### src/rtl/ub_access_arbiter_if.sv
// Unified-buffer access bus: host and compute request ports plus the single UB read/write port.
// The arbiter takes the slave view; the requesters and the UB take the master view.
interface ub_access_arbiter_if #(
  parameter int DATA_WIDTH = 256,
  parameter int ADDR_WIDTH = 8
);
  logic                  host_rd_req;
  logic [ADDR_WIDTH-1:0] host_rd_addr;
  logic                  host_rd_gnt;
  logic [DATA_WIDTH-1:0] host_rd_data;
  logic                  host_rd_valid;
  logic                  host_wr_req;
  logic [ADDR_WIDTH-1:0] host_wr_addr;
  logic [DATA_WIDTH-1:0] host_wr_data;
  logic                  host_wr_gnt;

  logic                  cmp_rd_req;
  logic [ADDR_WIDTH-1:0] cmp_rd_addr;
  logic                  cmp_rd_gnt;
  logic [DATA_WIDTH-1:0] cmp_rd_data;
  logic                  cmp_rd_valid;
  logic                  cmp_wr_req;
  logic [ADDR_WIDTH-1:0] cmp_wr_addr;
  logic [DATA_WIDTH-1:0] cmp_wr_data;
  logic                  cmp_wr_gnt;

  logic                  ub_rd_en;
  logic [ADDR_WIDTH:0]   ub_rd_addr;
  logic [DATA_WIDTH-1:0] ub_rd_data;
  logic                  ub_rd_valid;
  logic                  ub_wr_en;
  logic [ADDR_WIDTH:0]   ub_wr_addr;
  logic [DATA_WIDTH-1:0] ub_wr_data;

  modport slave (
    input  host_rd_req, host_rd_addr, host_wr_req, host_wr_addr, host_wr_data,
    input  cmp_rd_req, cmp_rd_addr, cmp_wr_req, cmp_wr_addr, cmp_wr_data,
    input  ub_rd_data, ub_rd_valid,
    output host_rd_gnt, host_rd_data, host_rd_valid, host_wr_gnt,
    output cmp_rd_gnt, cmp_rd_data, cmp_rd_valid, cmp_wr_gnt,
    output ub_rd_en, ub_rd_addr, ub_wr_en, ub_wr_addr, ub_wr_data
  );

  modport master (
    output host_rd_req, host_rd_addr, host_wr_req, host_wr_addr, host_wr_data,
    output cmp_rd_req, cmp_rd_addr, cmp_wr_req, cmp_wr_addr, cmp_wr_data,
    output ub_rd_data, ub_rd_valid,
    input  host_rd_gnt, host_rd_data, host_rd_valid, host_wr_gnt,
    input  cmp_rd_gnt, cmp_rd_data, cmp_rd_valid, cmp_wr_gnt,
    input  ub_rd_en, ub_rd_addr, ub_wr_en, ub_wr_addr, ub_wr_data
  );
endinterface

### src/rtl/ub_access_arbiter.sv
// Round-robin arbiter for the unified buffer's read and write ports with ping-pong
// bank ownership: host owns fill_bank, compute owns the other; banks swap once both are done.
module ub_access_arbiter #(
  parameter int DATA_WIDTH = 256,
  parameter int ADDR_WIDTH = 8
) (
  input  logic                clk,
  input  logic                rst_n,
  ub_access_arbiter_if.slave  bus,
  input  logic                host_done,
  input  logic                cmp_done,
  output logic                fill_bank,
  output logic                swap_busy,
  output logic [7:0]          swap_count
);

  typedef enum logic [1:0] {RUN = 2'd0, DRAIN = 2'd1, SWAP = 2'd2} state_e;

  state_e                state_q, state_d;
  logic                  host_flag_q, host_flag_d;
  logic                  cmp_flag_q, cmp_flag_d;
  logic                  rd_prio_host_q, wr_prio_host_q;
  logic                  rd_host_q, rd_cmp_q;
  logic                  grant_ok;
  logic                  host_rd_gnt, cmp_rd_gnt, host_wr_gnt, cmp_wr_gnt;
  logic [ADDR_WIDTH:0]   rd_addr, wr_addr;
  logic [DATA_WIDTH-1:0] wr_data;

  // Priority bit set means host wins a tie; otherwise compute does.
  always_comb begin
    grant_ok    = (state_q == RUN);
    host_rd_gnt = grant_ok & bus.host_rd_req & (~bus.cmp_rd_req | rd_prio_host_q);
    cmp_rd_gnt  = grant_ok & bus.cmp_rd_req & (~bus.host_rd_req | ~rd_prio_host_q);
    host_wr_gnt = grant_ok & bus.host_wr_req & (~bus.cmp_wr_req | wr_prio_host_q);
    cmp_wr_gnt  = grant_ok & bus.cmp_wr_req & (~bus.host_wr_req | ~wr_prio_host_q);

    rd_addr = '0;
    if (host_rd_gnt)     rd_addr = {fill_bank, bus.host_rd_addr};
    else if (cmp_rd_gnt) rd_addr = {~fill_bank, bus.cmp_rd_addr};

    wr_addr = '0;
    wr_data = '0;
    if (host_wr_gnt) begin
      wr_addr = {fill_bank, bus.host_wr_addr};
      wr_data = bus.host_wr_data;
    end else if (cmp_wr_gnt) begin
      wr_addr = {~fill_bank, bus.cmp_wr_addr};
      wr_data = bus.cmp_wr_data;
    end
  end

  assign bus.host_rd_gnt   = host_rd_gnt;
  assign bus.cmp_rd_gnt    = cmp_rd_gnt;
  assign bus.host_wr_gnt   = host_wr_gnt;
  assign bus.cmp_wr_gnt    = cmp_wr_gnt;
  assign bus.ub_rd_en      = host_rd_gnt | cmp_rd_gnt;
  assign bus.ub_rd_addr    = rd_addr;
  assign bus.ub_wr_en      = host_wr_gnt | cmp_wr_gnt;
  assign bus.ub_wr_addr    = wr_addr;
  assign bus.ub_wr_data    = wr_data;
  assign bus.host_rd_data  = bus.ub_rd_data;
  assign bus.cmp_rd_data   = bus.ub_rd_data;
  assign bus.host_rd_valid = bus.ub_rd_valid & rd_host_q;
  assign bus.cmp_rd_valid  = bus.ub_rd_valid & rd_cmp_q;
  assign swap_busy         = (state_q != RUN);

  always_comb begin
    state_d     = state_q;
    host_flag_d = host_flag_q;
    cmp_flag_d  = cmp_flag_q;
    unique case (state_q)
      RUN: begin
        host_flag_d = host_flag_q | host_done;
        cmp_flag_d  = cmp_flag_q | cmp_done;
        if (host_flag_d && cmp_flag_d) state_d = DRAIN;
      end
      DRAIN: state_d = SWAP;
      SWAP: begin
        state_d     = RUN;
        host_flag_d = 1'b0;
        cmp_flag_d  = 1'b0;
      end
      default: state_d = RUN;
    endcase
  end

  // Owner tag is cleared by reset so a read in flight at reset never produces a valid.
  always_ff @(posedge clk or negedge rst_n) begin
    if (!rst_n) begin
      state_q        <= RUN;
      host_flag_q    <= 1'b0;
      cmp_flag_q     <= 1'b0;
      rd_prio_host_q <= 1'b0;
      wr_prio_host_q <= 1'b0;
      rd_host_q      <= 1'b0;
      rd_cmp_q       <= 1'b0;
      fill_bank      <= 1'b0;
      swap_count     <= 8'd0;
    end else begin
      state_q     <= state_d;
      host_flag_q <= host_flag_d;
      cmp_flag_q  <= cmp_flag_d;
      rd_host_q   <= host_rd_gnt;
      rd_cmp_q    <= cmp_rd_gnt;
      if (host_rd_gnt)     rd_prio_host_q <= 1'b0;
      else if (cmp_rd_gnt) rd_prio_host_q <= 1'b1;
      if (host_wr_gnt)     wr_prio_host_q <= 1'b0;
      else if (cmp_wr_gnt) wr_prio_host_q <= 1'b1;
      if (state_q == SWAP) begin
        fill_bank  <= ~fill_bank;
        swap_count <= swap_count + 8'd1;
      end
    end
  end

endmodule

### src/flat_wrapper.sv
// flat-port wrapper written by rule: the top's interface ports become plain ports
module ub_access_arbiter_flat 
#(
  parameter int DATA_WIDTH = 256,
  parameter int ADDR_WIDTH = 8
)
  (clk, rst_n, host_done, cmp_done, fill_bank, swap_busy, swap_count, bus_host_rd_req, bus_host_rd_addr, bus_host_wr_req, bus_host_wr_addr, bus_host_wr_data, bus_cmp_rd_req, bus_cmp_rd_addr, bus_cmp_wr_req, bus_cmp_wr_addr, bus_cmp_wr_data, bus_ub_rd_data, bus_ub_rd_valid, bus_host_rd_gnt, bus_host_rd_data, bus_host_rd_valid, bus_host_wr_gnt, bus_cmp_rd_gnt, bus_cmp_rd_data, bus_cmp_rd_valid, bus_cmp_wr_gnt, bus_ub_rd_en, bus_ub_rd_addr, bus_ub_wr_en, bus_ub_wr_addr, bus_ub_wr_data);
  ub_access_arbiter_if #(.DATA_WIDTH(DATA_WIDTH), .ADDR_WIDTH(ADDR_WIDTH)) bus_i ();
  input  logic clk;
  input  logic rst_n;
  input  logic host_done;
  input  logic cmp_done;
  output logic fill_bank;
  output logic swap_busy;
  output logic [7:0] swap_count;
  input wire logic [$bits(bus_i.host_rd_req)-1:0] bus_host_rd_req;
  input wire logic [$bits(bus_i.host_rd_addr)-1:0] bus_host_rd_addr;
  input wire logic [$bits(bus_i.host_wr_req)-1:0] bus_host_wr_req;
  input wire logic [$bits(bus_i.host_wr_addr)-1:0] bus_host_wr_addr;
  input wire logic [$bits(bus_i.host_wr_data)-1:0] bus_host_wr_data;
  input wire logic [$bits(bus_i.cmp_rd_req)-1:0] bus_cmp_rd_req;
  input wire logic [$bits(bus_i.cmp_rd_addr)-1:0] bus_cmp_rd_addr;
  input wire logic [$bits(bus_i.cmp_wr_req)-1:0] bus_cmp_wr_req;
  input wire logic [$bits(bus_i.cmp_wr_addr)-1:0] bus_cmp_wr_addr;
  input wire logic [$bits(bus_i.cmp_wr_data)-1:0] bus_cmp_wr_data;
  input wire logic [$bits(bus_i.ub_rd_data)-1:0] bus_ub_rd_data;
  input wire logic [$bits(bus_i.ub_rd_valid)-1:0] bus_ub_rd_valid;
  output wire logic [$bits(bus_i.host_rd_gnt)-1:0] bus_host_rd_gnt;
  output wire logic [$bits(bus_i.host_rd_data)-1:0] bus_host_rd_data;
  output wire logic [$bits(bus_i.host_rd_valid)-1:0] bus_host_rd_valid;
  output wire logic [$bits(bus_i.host_wr_gnt)-1:0] bus_host_wr_gnt;
  output wire logic [$bits(bus_i.cmp_rd_gnt)-1:0] bus_cmp_rd_gnt;
  output wire logic [$bits(bus_i.cmp_rd_data)-1:0] bus_cmp_rd_data;
  output wire logic [$bits(bus_i.cmp_rd_valid)-1:0] bus_cmp_rd_valid;
  output wire logic [$bits(bus_i.cmp_wr_gnt)-1:0] bus_cmp_wr_gnt;
  output wire logic [$bits(bus_i.ub_rd_en)-1:0] bus_ub_rd_en;
  output wire logic [$bits(bus_i.ub_rd_addr)-1:0] bus_ub_rd_addr;
  output wire logic [$bits(bus_i.ub_wr_en)-1:0] bus_ub_wr_en;
  output wire logic [$bits(bus_i.ub_wr_addr)-1:0] bus_ub_wr_addr;
  output wire logic [$bits(bus_i.ub_wr_data)-1:0] bus_ub_wr_data;
  assign bus_i.host_rd_req = bus_host_rd_req;
  assign bus_i.host_rd_addr = bus_host_rd_addr;
  assign bus_i.host_wr_req = bus_host_wr_req;
  assign bus_i.host_wr_addr = bus_host_wr_addr;
  assign bus_i.host_wr_data = bus_host_wr_data;
  assign bus_i.cmp_rd_req = bus_cmp_rd_req;
  assign bus_i.cmp_rd_addr = bus_cmp_rd_addr;
  assign bus_i.cmp_wr_req = bus_cmp_wr_req;
  assign bus_i.cmp_wr_addr = bus_cmp_wr_addr;
  assign bus_i.cmp_wr_data = bus_cmp_wr_data;
  assign bus_i.ub_rd_data = bus_ub_rd_data;
  assign bus_i.ub_rd_valid = bus_ub_rd_valid;
  assign bus_host_rd_gnt = bus_i.host_rd_gnt;
  assign bus_host_rd_data = bus_i.host_rd_data;
  assign bus_host_rd_valid = bus_i.host_rd_valid;
  assign bus_host_wr_gnt = bus_i.host_wr_gnt;
  assign bus_cmp_rd_gnt = bus_i.cmp_rd_gnt;
  assign bus_cmp_rd_data = bus_i.cmp_rd_data;
  assign bus_cmp_rd_valid = bus_i.cmp_rd_valid;
  assign bus_cmp_wr_gnt = bus_i.cmp_wr_gnt;
  assign bus_ub_rd_en = bus_i.ub_rd_en;
  assign bus_ub_rd_addr = bus_i.ub_rd_addr;
  assign bus_ub_wr_en = bus_i.ub_wr_en;
  assign bus_ub_wr_addr = bus_i.ub_wr_addr;
  assign bus_ub_wr_data = bus_i.ub_wr_data;
  ub_access_arbiter #(.DATA_WIDTH(DATA_WIDTH), .ADDR_WIDTH(ADDR_WIDTH)) u_core (.clk(clk), .rst_n(rst_n), .bus(bus_i), .host_done(host_done), .cmp_done(cmp_done), .fill_bank(fill_bank), .swap_busy(swap_busy), .swap_count(swap_count));
endmodule
### config.mk
export PLATFORM = sky130hd
export DESIGN_NAME = ub_access_arbiter_flat
export DESIGN_NICKNAME = d
export VERILOG_FILES = /design/src/rtl/ub_access_arbiter_if.sv /design/src/rtl/ub_access_arbiter.sv /design/src/flat_wrapper.sv
export SDC_FILE = /design/constraint.sdc
export NUM_CORES = 1
export LEC_CHECK = 0
export BUFFER_PORTS_ARGS = -buffer_cell sky130_fd_sc_hd__buf_2
export CAP_MARGIN = 20
export CORE_AREA = 2 2 633 635
export DETAILED_ROUTE_END_ITERATION = 8
export DIE_AREA = 0 0 635 637
export GPL_TIMING_DRIVEN = 0
export HOLD_SLACK_MARGIN = 0.06
export PLACE_DENSITY = 0.3
export SETUP_SLACK_MARGIN = 0.15
export SYNTH_ARGS = -nofsm -noshare
export SYNTH_HDL_FRONTEND = slang
export SYNTH_SLANG_ARGS = --single-unit
### constraint.sdc
create_clock -name clk -period 2.6 [get_ports clk]
set_input_delay 0.26 -clock clk [delete_from_list [all_inputs] [get_ports clk]]
set_output_delay 0.26 -clock clk [all_outputs]
set_load 0.05 [all_outputs]
==> summary.md, run 1 <==
| Metric | Value |
|---|---|
| Status | completed |
| Global route total overflow | 0 |
| Sequential area share after synthesis | 0.05685 |
| NumNets Final | 3107 |
| FF-to-FF setup slack | 1.03 ns |
| Distinct cells, synth | 27 |
| Ports | around 1600 |
| CTS Buf Count | 3 |
| Skew final | 0.001554 ns |
| Unrepaired setup endpoints after global routing | yes |
| Antenna violations before repair | roughly 330 |
| Drt via density | about 1.9 |
| Clock tree buffer depth | 2 |
| WP data arrival | 2.22 ns |
| Layout fillers | between 40000 and 50000 |
| Starting Density | 0.01880 |
| # port buffers | 1356 |
| First-pass GRT wire length | 316.9 mm |
| Total GRT Usage | 0.1363 |
| Synth Register Bits | 17 |
| Clk slew on worst S/H paths | 0.07 ns |
| Share of cells above drive strength 1 | 0.8924 |
| Root buffer selected by CTS | clkbuf_16 |
| Hold Path Sink | u_core.host_flag_q |
| Maximum vdd drop | roughly 0.00028 V |
| Power Total | about 24 mW |
| Worst slew margin | 0.5787 |
| Final wirelength | 289.0 mm |
| Pleak | 11.08 nW |
| Critical path class | register to primary output |
| Startpoint types | register |
| Die X | 635 um |
| R2R Path End | u_core.wr_prio_host_q |
| DR pass1 iterations | 5 |
| Post-Synthesis Cell Area | 7483 sq um |
| Power Density | around 950 nW/um^2 |
| Slew Limit Fails | 0 |
| Htree depth | 1 |
| Hold depth | 3 |
| TNS Setup | 0 ns |
| Hpwl dp | 278.5 mm |
| Fmax | 403.5 MHz |
| Reg-to-reg startpoint | u_core.state_q[1] |
| CP endpoint kind | primary output |
| Hold Vio Cnt, Final | 0 |
| Worst Path Max Fanout | 10 |
| Largest net degree at the start of global routing | 18 |
| Worst-Skew Late Latency | roughly 0.27 ns |
| Hold crit path type | input port to register |
| Starting DRT DRC Count | 869 |
| Max Cap Viol | 0 |
| Vias in the first global route | 13027 |
| Post-Syn Nets | between 1500 and 2000 |
| DRT antenna net count | 0 |
| Die Footprint | ~400000 sq um |
| Synth Instances | around 920 |
| Wire per inst | 37.82 um |
| Period minus WS final | roughly 2.5 ns |
| Period utilization | 0.9532 |
| Residual DRC | 0 |
| Finished Cell Area | 25060 sq um |
| P&R area growth vs syn | 234.8% |
| Commonest non-fill, non-tap cell in the layout | buf_2 |
| Core Footprint | just under 400000 sq um |
| Worst Max-Slew Pin Slew | 0.6364 ns |
| Avg Inst Size Synth | roughly 8.2 sq um |
| Chip height | 637 um |
| Most frequent cells in the layout | buf_2 (1088), buf_4 (561), a22o_1 (181) |
| Routability cong. | between 0.9 and 1 |
| Worst Reg2Reg Path Length in Cells | 5 |
| Setup violators final | 0 |
| Row cnt | 232 |
| Total number of vias | 14291 |
| Placed inst area | about 21000 sq um |
| Min-delay src | host_done |
| TritonCTS clock tree | yes |
| CP required | 2.34 ns |
| Clock sinks | 17 |
| Yosys warns | 0 |
## critical path, cell delays in order, from the launching register on
cell,delay [ns]
dfrtp_1,0.42
nor2_4,0.17
and3_4,0.21
buf_12,0.16
buf_6,0.12
buf_16,0.16
buf_12,0.15
buf_12,0.13
a22o_1,0.17
buf_8,0.19
## layer usage
| layer | vias up | GRT usage | share of wire |
|---|---|---|---|
| met4 | 154 | 0.01842 | 0.026 |
| met3 | 553 | 0.1059 | 0.18 |
| li1 | 5655 | - | - |
| met2 | 1472 | 0.2152 | 0.43 |
| met5 | - | 0 | 0.0035 |
| met1 | 6457 | 0.1459 | 0.36 |
## flip-flops by register name (all words and copies together) (netlist names)
signal / cells
u_core.cmp_flag_q: 1
u_core.fill_bank: 1
u_core.host_flag_q: 1
u_core.rd_cmp_q: 1
u_core.rd_host_q: 1
u_core.rd_prio_host_q: 1
u_core.state_q: 2
u_core.swap_count: 8
u_core.wr_prio_host_q: 1
## how the worst max path moves through the flow
stage,slack (ns),depth (start not counted),to,start
2_1_floorplan,0.45,4,bus_ub_rd_addr[0],u_core.state_q[1]
3_3_place_gp,-0.78,7,bus_ub_wr_data[193],u_core.state_q[1]
3_5_place_dp,-0.76,7,bus_ub_wr_data[193],u_core.state_q[1]
4_1_cts,0.01,8,bus_ub_wr_data[81],u_core.state_q[0]
5_1_grt,0.05,7,bus_ub_wr_data[126],u_core.state_q[1]
6_report,0.12,9,bus_ub_wr_data[155],u_core.state_q[1]
## final cells by class
type                       instances  area (sq um)  share of cell area
antenna                           82         205.2            0.008190
buffer                           575          4686              0.1870
clock buffer                       3         75.07            0.002996
clock inverter                     1         5.005           0.0001998
inverter                           3         11.26           0.0004494
multi-input combinational        321          3461              0.1381
sequential                        17         425.4             0.01698
tap                             5265          6588              0.2629
timing repair buffer            1376          9599              0.3831
## cell usage after synthesis (all sizes together)
| library cell | number | area, sq um |
|---|---|---|
| or2 | 1 | 6.260 |
| a21oi | 5 | 25.02 |
| xor2 | 2 | 17.52 |
| nor2b | 1 | 6.260 |
| o22ai | 1 | 6.260 |
| o21bai | 1 | 7.510 |
| mux2 | 1 | 11.26 |
| nand4 | 3 | 18.77 |
| nand3b | 2 | 15.01 |
| nor2 | 7 | 33.78 |
| a31oi | 1 | 6.260 |
| nand3 | 2 | 10.01 |
| inv | 3 | 11.26 |
| a22o | 272 | 2382 |
| dfrtp | 17 | 425.4 |
| and3 | 5 | 31.28 |
| buf | 573 | 4343 |
| nand2 | 5 | 18.77 |
| clkbuf | 2 | 7.510 |
| nand2b | 2 | 12.51 |
| and4b | 1 | 10.01 |
| ha | 1 | 12.51 |
| xnor2 | 6 | 52.55 |
| and2 | 2 | 12.51 |
## metrics by stage
step	util	cells	hold slack [ns]	setup WS, ns
5_1_grt	0.06250	7570	0.2754	0.05294
3_3_place_gp	0.05241	7537	0.3118	-0.7784
6_report	0.06296	7643	0.2648	0.1218
3_5_place_dp	0.05241	7537	0.3110	-0.7623
2_1_floorplan	-	916	-0.03559	0.4476
4_1_cts	0.05915	7549	0.2415	0.009763
## repair_timing
| action | 4_1_cts | 5_1_grt |
|---|---|---|
| hold buffers | 1 | 0 |
| pin swaps | 2 | 26 |
| gates cloned | 2 | 9 |
| buffers inserted | 5 | 3 |
| endpoints found under the hold margin | 17 | 0 |
| setup endpoints to repair | 276 | 232 |
| resized for setup | 681 | 257 |
## cell families (layout without fill, tap and decap cells)
family / after synthesis / after routing / synth area share
buffers and inverters: 578 / 1958 / 0.5828
AOI/OAI and AO/OA: 280 / 280 / 0.3244
and+or+nand+nor: 31 / 31 / 0.02341
DFF: 17 / 17 / 0.05685
xor gates and xnor gates: 8 / 8 / 0.009363
adders and majority gates: 1 / 1 / 0.001672
muxes: 1 / 1 / 0.001505
other: 0 / 82 / 0
## report_power, final
part	switching (mW)	total, mW	leakage, nW	internal, mW
registers	0.105	0.474	0.212	0.370
clock network	0.144	0.352	0.0414	0.208
logic	15.7	23.1	10.8	7.44
Note: power is estimated with default switching activity, not from simulation.
==> inputs of run 2 (changes only) <==
- ABC_AREA: not set -> 1
- CORE_AREA: 2 2 633 635 -> 2 2 630 632
- DIE_AREA: 0 0 635 637 -> 0 0 632 634
==> run 2 against run 1 <==
Effect of this change:
- clock power decreased by 7.4%
- clock skew increased by 0.0025 ns
- via count increased by 19%
- critical path depth decreased by 1
- sequential power decreased by 2%
- area after synthesis increased by 8.8%
- setup slack got worse by 0.045 ns
- final cell count increased by 7.7%
- global-route usage increased by 1.7 points
- die area decreased by 0.94%
- utilization increased by 1.0 points
- highest routed layer unchanged
==> summary.md, run 2 <==
| Metric | Value |
|---|---|
| TritonCTS clock tree | yes |
| Final wirelength | 326.6 mm (+13%) |
| Clock sinks | 17 (unchanged) |
| Area contributors post-synth | buf_4 (48%), nand2_1 (39%), dfrtp_1 (5.2%) |
| Synth Area in XOR/XNOR | 0.005380 (-0.003983) |
| Hold Path Sink | u_core.state_q[0] |
| Antenna violations before repair | 348 (+4.8%) |
| Main combinational cell family by area after synthesis | buffers and inverters |
| Post-Synthesis Cell Area | 8140 sq um (+8.8%) |
| Pleak | 13.45 nW (+21%) |
| Hold depth | 3 (unchanged) |
| Core Footprint | 394200 sq um (-0.94%) |
| EDFF count, synth | 0 (unchanged) |
| Setup violators final | 0 (unchanged) |
| DP Worst Slack | -0.9222 ns (-0.1599 ns) |
| First-pass GRT wire length | 349.1 mm (+10%) |
| Min-delay src | host_done |
| CP endpoint kind | primary output |
| Residual DRC | 0 (unchanged) |
| NumNets Final | 3714 (+20%) |
| CP Launch Point | u_core.state_q[1] |
| Status | completed |
| Fmax | 396.3 MHz (-1.8%) |
| Total GRT Usage | 0.1531 (+0.01679) |
| Top flop regs | u_core.swap_count x8, u_core.state_q x2 |
| Worst Path Max Fanout | 10 (unchanged) |
| Max Cap Viol | 0 (unchanged) |
| Global route total overflow | 0 (unchanged) |
| Yosys warns | 0 (unchanged) |
| Combinational group share of total power | 0.972 (+0.007) |
| Sw Pwr | 18.53 mW (+17%) |
| Commonest cells in the netlist | nand2_1 (842), buf_4 (520), buf_2 (25) |
| Max incr delay on CP | 0.42 ns (about the same) |
| Period utilization | 0.9704 (+0.01728) |
| Maximum vdd drop | 0.0005832 V (+110%) |
| Skew final | 0.004083 ns (+0.002529 ns) |
| Sequential area share after synthesis | 0.05226 (-0.004587) |
| Internal | 9.272 mW (+16%) |
| Reg-to-reg startpoint | u_core.state_q[1] |
| Largest net degree at the start of global routing | 18 (unchanged) |
| Synth Register Bits | 17 (unchanged) |
| Worst-Skew Late Latency | 0.26 ns (about the same) |
| Largest reg by FF count | u_core.swap_count |
| DRT antenna net count | 0 (unchanged) |
| Hpwl dp | 309.0 mm (+11%) |
| Starting DRT DRC Count | 1304 (+50%) |
| # port buffers | 1356 (unchanged) |
| Synth async-reset ratio | 1.000 (unchanged) |
| Worst slew margin | 0.5316 (-0.04703) |
| Drt via density | 2.073 (+11%) |
| Worst Max-Slew Pin Slew | 0.7074 ns (+0.07103 ns) |
| Avg Inst Size Synth | 5.508 sq um (-33%) |
| Row cnt | 231 (-0.43%) |
| Max reg flops | 8 (unchanged) |
| Root buffer selected by CTS | clkbuf_16 |
| Starting Density | 0.02065 (+0.001845) |
| Adder-Cell Fraction of Synth Area | 0.001537 (-0.0001349) |
| Main flop type after synthesis | dfrtp_1 |
| Vias in the first global route | 14629 (+12%) |
| Final Worst Setup Slack | 0.07686 ns (-0.04494 ns) |
| Total number of vias | 17060 (+19%) |
| Switch share | 0.6665 (+0.001725) |
| Distinct cells, synth | 20 (-26%) |
| Routability cong. | 0.9771 (+4.5%) |
| Ports | 1613 (unchanged) |
| Commonest non-fill, non-tap cell in the layout | buf_2 |
| Die X | 632 um (-0.47%) |
| Chip height | 634 um (-0.47%) |
| Most frequent cells in the layout | buf_2 (1089), buf_4 (560), nand2_1 (458) |
| Wire per inst | 39.68 um (+4.9%) |
| Compound-Gate Fraction of Synth Area | 0.005533 (-0.3188) |
| WP data arrival | 2.26 ns (+0.04 ns) |
| Hold Vio Cnt, Final | 0 (unchanged) |
| Htree depth | 1 (unchanged) |
| Hold crit path type | input port to register |
| Flop pwr share | 0.017 (-0.003) |
| Post-Syn Nets | 2288 (+33%) |
| Cells along the critical path | nor2_4 > buf_4 > buf_4 > nand3_1 > clkinv_4 > nand2_1 > nand2_1 > buf_4 |
| Clock tree buffer depth | 2 (unchanged) |
| P&R area growth vs syn | 254.7% |
| Worst Reg2Reg Path Length in Cells | 8 (+3) |
| Slowest library cell on the worst path | dfrtp_2 |
| Synth Instances | 1478 (+61%) |
| Yosys top cell by area | buf_4 |
| CTS Buf Count | 3 (unchanged) |
| Fin util | 0.07325 (+0.01029) |
| Multiplexer share of the synthesized area | 0.001383 (-0.0001214) |
| CP required | 2.34 ns (about the same) |
| Most instantiated library cell after synthesis | nand2_1 |
| Die Footprint | 400700 sq um (-0.94%) |
| Unrepaired setup endpoints after global routing | yes |
| Power Density | 962.9 nW/um^2 (+0.85%) |
| Synth top area share | 0.4796 (-0.04912) |
| Period minus WS final | 2.523 ns (+0.04494 ns) |
| Critical path class | register to primary output |
| R2R Path End | u_core.wr_prio_host_q |
| DR pass1 iterations | 5 (unchanged) |
| Clock power share | 0.012 (-0.003) |
| Share of cells above drive strength 1 | 0.8223 (-0.07017) |
| Post-synthesis simple-gate area fraction | 0.3984 (+0.3750) |
| Startpoint types | register |
| Clk slew on worst S/H paths | 0.06 ns (about the same) |
| FF-to-FF setup slack | 0.99 ns (-0.04 ns) |
| Cell mode on critical path | buf_4 |
| Slew Limit Fails | 0 (unchanged) |
==> run 2: cell count changes after synthesis, sizes merged, moves of 2 or more <==
cell / delta
a22o: -272
a21oi: -2
and2: -2
o21ai: +6
and3: -5
buf: -5
inv: +13
nand2: +837
nand2b: -2
nand3: +5
nand4: -3
xnor2: -4
==> run 2: what timing repair did <==
| action | in CTS | in global routing |
|---|---|---|
| gates resized for setup | 994 | 640 |
| endpoints found under the hold margin | 17 | 0 |
| setup buffers | 26 | 9 |
| gates cloned | 8 | 21 |
| hold buffers | 1 | 0 |
| pin swaps | 28 | 61 |
| endpoints found under the setup margin | 278 | 267 |
==> run 2: worst max-delay path by stage <==
stage                     slack (ns)                  end  cells after the start
after global routing            0.02  bus_ub_wr_data[196]                     10
after CTS                       0.02  bus_ub_wr_data[182]                     10
after global placement         -0.92  bus_ub_wr_data[180]                      8
after detailed placement       -0.92  bus_ub_wr_data[180]                      8
after floorplan                 0.20    bus_ub_rd_addr[8]                      5
final                           0.08    bus_ub_rd_addr[4]                      8
==> run 2: stage by stage <==
| stage | instance area, sq um | hold slack, ns | total power [mW] | TNS [ns] | std cells |
|---|---|---|---|---|---|
| 6_report | 28880 | 0.3006 | 27.81 | 0 | 8230 |
| 2_1_floorplan | 8140 | -0.03559 | 10.45 | 0 | 1478 |
| 5_1_grt | 28760 | 0.3089 | 29.11 | 0 | 8184 |
| 3_3_place_gp | 21490 | 0.2389 | 20.20 | -111.04 | 8076 |
| 4_1_cts | 25650 | 0.3066 | 25.25 | 0 | 8115 |
| 3_5_place_dp | 21490 | 0.2334 | 20.18 | -105.79 | 8076 |
==> run 2: area by class of cell <==
cell class | count | area, sq um
clock buffer | 4 | 78.83
antenna | 85 | 212.7
fill | 46724 | 365400
timing repair buffer | 1421 | 11000
inverter | 17 | 111.4
tap | 5242 | 6559
sequential | 17 | 426.7
buffer | 570 | 4848
multi-input combinational | 874 | 5644
==> run 2: power by group through the flow <==
stage | Combinational (mW) | Sequential [mW] | Clock (mW)
floorplan | 9.84 | 0.610 | 0
global placement | 19.7 | 0.478 | 0
detailed placement | 19.7 | 0.478 | 0
CTS | 24.5 | 0.466 | 0.336
global route | 28.3 | 0.483 | 0.340
finish | 27.0 | 0.465 | 0.326
==> run 2: worst max-delay path, delay by kind of cell (launching register included) <==
kind / cells / cell delay [ns]
buffers and inverters: 4 / 0.80
and+or+nand+nor: 4 / 0.63
DFF: 1 / 0.42
==> run 2: cell families after synthesis <==
logic type / count (synthesis)
compound gates: 9
fa+ha+maj: 1
mux: 1
flops: 17
buf+inv: 587
xor+xnor: 5
simple gates: 858
==> run 2: routing by layer <==
layer | wire, um | up-vias | global-route usage
li1 | - | 6869 | -
met4 | 8674 | 214 | 0.02493
met3 | 58880 | 685 | 0.1218
met5 | 1574 | - | 0.005918
met2 | 144700 | 1813 | 0.2449
met1 | 112700 | 7479 | 0.1575
==> inputs of run 3 (changes only) <==
- CTS_BUF_LIST: not set -> sky130_fd_sc_hd__clkbuf_8
==> run 3 against run 2 <==
Effect of this change:
- sequential cell count is the same
- clock skew is essentially flat
- final cell count is essentially flat
- power shrank 8.9%
- largest cell class unchanged
- largest power group unchanged
- cell area shrank 7.9%
- critical path depth grew 1
- die area is the same
- sequential power is essentially flat
- via count shrank 1.2%
==> summary.md, run 3 (synthesis gave the netlist of run 2 again) <==
| Metric | Value |
|---|---|
| Antenna violations before repair | 355 (+2.0%) |
| CP endpoint kind | primary output |
| Hpwl dp | 309.0 mm (unchanged) |
| # port buffers | 1356 (unchanged) |
| Maximum vdd drop | 0.0005692 V (-2.4%) |
| Switch share | 0.6952 (+0.02862) |
| Clock tree buffer depth | 2 (unchanged) |
| Drt via density | 2.050 (-1.1%) |
| Clk slew on worst S/H paths | 0.08 ns (+0.02 ns) |
| Max Cap Viol | 0 (unchanged) |
| P&R area growth vs syn | 226.7% |
| Ports | 1613 (unchanged) |
| Power Density | 952.7 nW/um^2 (-1.1%) |
| Starting DRT DRC Count | 1532 (+17%) |
| Worst Path Max Fanout | 7 (-3) |
| TritonCTS clock tree | yes |
| WP data arrival | 2.25 ns (about the same) |
| Slew Limit Fails | 0 (unchanged) |
| Fin util | 0.06746 (-0.005789) |
| Top flop regs | u_core.swap_count x8, u_core.state_q x2 |
| Die Footprint | 400700 sq um (unchanged) |
| CP required | 2.34 ns (about the same) |
| Worst-Skew Late Latency | 0.27 ns (about the same) |
| Die X | 632 um (unchanged) |
| Worst Reg2Reg Path Length in Cells | 8 (unchanged) |
| Total number of vias | 16862 (-1.2%) |
| Period minus WS final | 2.507 ns (-0.01618 ns) |
| Htree depth | 1 (unchanged) |
| Routability cong. | 0.9771 (unchanged) |
| Worst slew margin | 0.5600 (+0.02832) |
| Status | completed |
| Hold depth | 3 (unchanged) |
| Unrepaired setup endpoints after global routing | yes |
| Combinational group share of total power | 0.973 (about the same) |
| Internal | 7.723 mW (-17%) |
| NumNets Final | 3690 (-0.65%) |
| Root buffer selected by CTS | clkbuf_8 |
| First-pass GRT wire length | 347.8 mm (-0.36%) |
| Most frequent cells in the layout | buf_2 (1094), nand2_1 (594), buf_4 (592) |
| Total GRT Usage | 0.1526 (-0.0004664) |
| Critical path class | register to primary output |
| Hold slack | 0.2845 ns (-0.01609 ns) |
| Worst Max-Slew Pin Slew | 0.6646 ns (-0.04277 ns) |
| Clock sinks | 17 (unchanged) |
| Startpoint types | register |
| Final wirelength | 323.4 mm (-0.97%) |
| Global route total overflow | 0 (unchanged) |
| Commonest non-fill, non-tap cell in the layout | buf_2 |
| Wire per inst | 39.31 um (-0.94%) |
| Skew final | 0.003618 ns (-0.0004651 ns) |
| Flop pwr share | 0.018 (about the same) |
| Largest reg by FF count | u_core.swap_count |
| Hold crit path type | input port to register |
| Pleak | 12.59 nW (-6.4%) |
| Row cnt | 231 (unchanged) |
| Share of cells above drive strength 1 | 0.7732 (-0.04907) |
| Clock power share | 0.009 (-0.003) |
| Sw Pwr | 17.61 mW (-5.0%) |
| Starting Density | 0.02065 (unchanged) |
| Core Footprint | 394200 sq um (unchanged) |
| Largest net degree at the start of global routing | 18 (unchanged) |
| Residual DRC | 0 (unchanged) |
| DR pass1 iterations | 5 (unchanged) |
| Chip height | 634 um (unchanged) |
| Setup violators final | 0 (unchanged) |
| CTS Buf Count | 3 (unchanged) |
| Fmax | 398.9 MHz (+0.65%) |
| DRT antenna net count | 0 (unchanged) |
| Hold Vio Cnt, Final | 0 (unchanged) |
| Vias in the first global route | 14450 (-1.2%) |
| Power Total | 25.34 mW (-8.9%) |
| Period utilization | 0.9642 (-0.006223) |
| Max reg flops | 8 (unchanged) |
-- run 3: changes by cell type in the layout (fill, tap and decap cells not counted), sizes merged --
cell    delta
buf       -27
diode     +21
bufbuf     +1
clkbuf     +1
inv        +1
-- run 3: what timing repair did --
action | 4_1_cts | 5_1_grt
endpoints found under the hold margin | 17 | 0
hold buffers | 1 | 0
buffers inserted | 20 | 2
resized for setup | 811 | 377
pin swaps | 11 | 27
endpoints found under the setup margin | 278 | 259
gates cloned | 6 | 12
-- run 3: per-stage QoR --
step	instance area (sq um)	setup TNS [ns]	instances	worst slack (ns)
finish	26590	0	8227	0.09304
global route	26460	0	8173	0.03888
CTS	24680	0	8107	0.04686
detailed placement	21490	-105.79	8076	-0.9222
global placement	21490	-111.04	8076	-0.9221
floorplan	8140	0	1478	0.1962
-- run 3: final cells by class --
type | instances | area, sq um
Antenna cell | 106 | 265.3
Buffer | 570 | 4758
Clock buffer | 3 | 41.29
Clock inverter | 1 | 3.754
Fill cell | 46923 | 367600
Inverter | 17 | 111.4
Multi-Input combinational cell | 874 | 4457
Sequential cell | 17 | 426.7
Tap cell | 5242 | 6559
Timing Repair Buffer | 1397 | 9972
-- run 3: critical path, stage by stage, from the launching register on --
cell and delay (ns):
dfrtp_2 0.43, nor2_4 0.14, nand3_2 0.10, bufinv_16 0.27
buf_12 0.14, buf_16 0.16, bufbuf_16 0.29, nand2_2 0.11
nand2_1 0.11, buf_6 0.16
-- run 3: metal layers --
metal,share of wire,vias up,global-route usage
met3,0.18,652,0.1229
met2,0.44,1724,0.2432
li1,-,6842,-
met1,0.35,7434,0.1563
met5,0.0050,-,0.008696
met4,0.027,210,0.02600
-- run 3: path summary, 6_finish.rpt --
| kind | slack, ns | from | endpoint |
|---|---|---|---|
| hold reg to reg | 0.50 | u_core.cmp_flag_q | u_core.cmp_flag_q |
| setup / recovery | 0.09 | u_core.state_q[1] | bus_ub_wr_data[199] |
| setup reg to reg | 1.10 | u_core.state_q[1] | u_core.wr_prio_host_q |
| min in group asynchronous | 0.46 | rst_n | u_core.swap_count[6] |
| max in group asynchronous | 1.81 | rst_n | u_core.state_q[1] |
| hold / removal | 0.28 | host_done | u_core.state_q[0] |
-- run 3: power groups by stage --
stage	Combinational [mW]	Clock, mW	Sequential, mW
floorplan	9.84	0	0.610
global placement	19.7	0	0.478
detailed placement	19.7	0	0.478
CTS	23.4	0.222	0.466
global route	25.9	0.228	0.482
finish	24.7	0.218	0.465
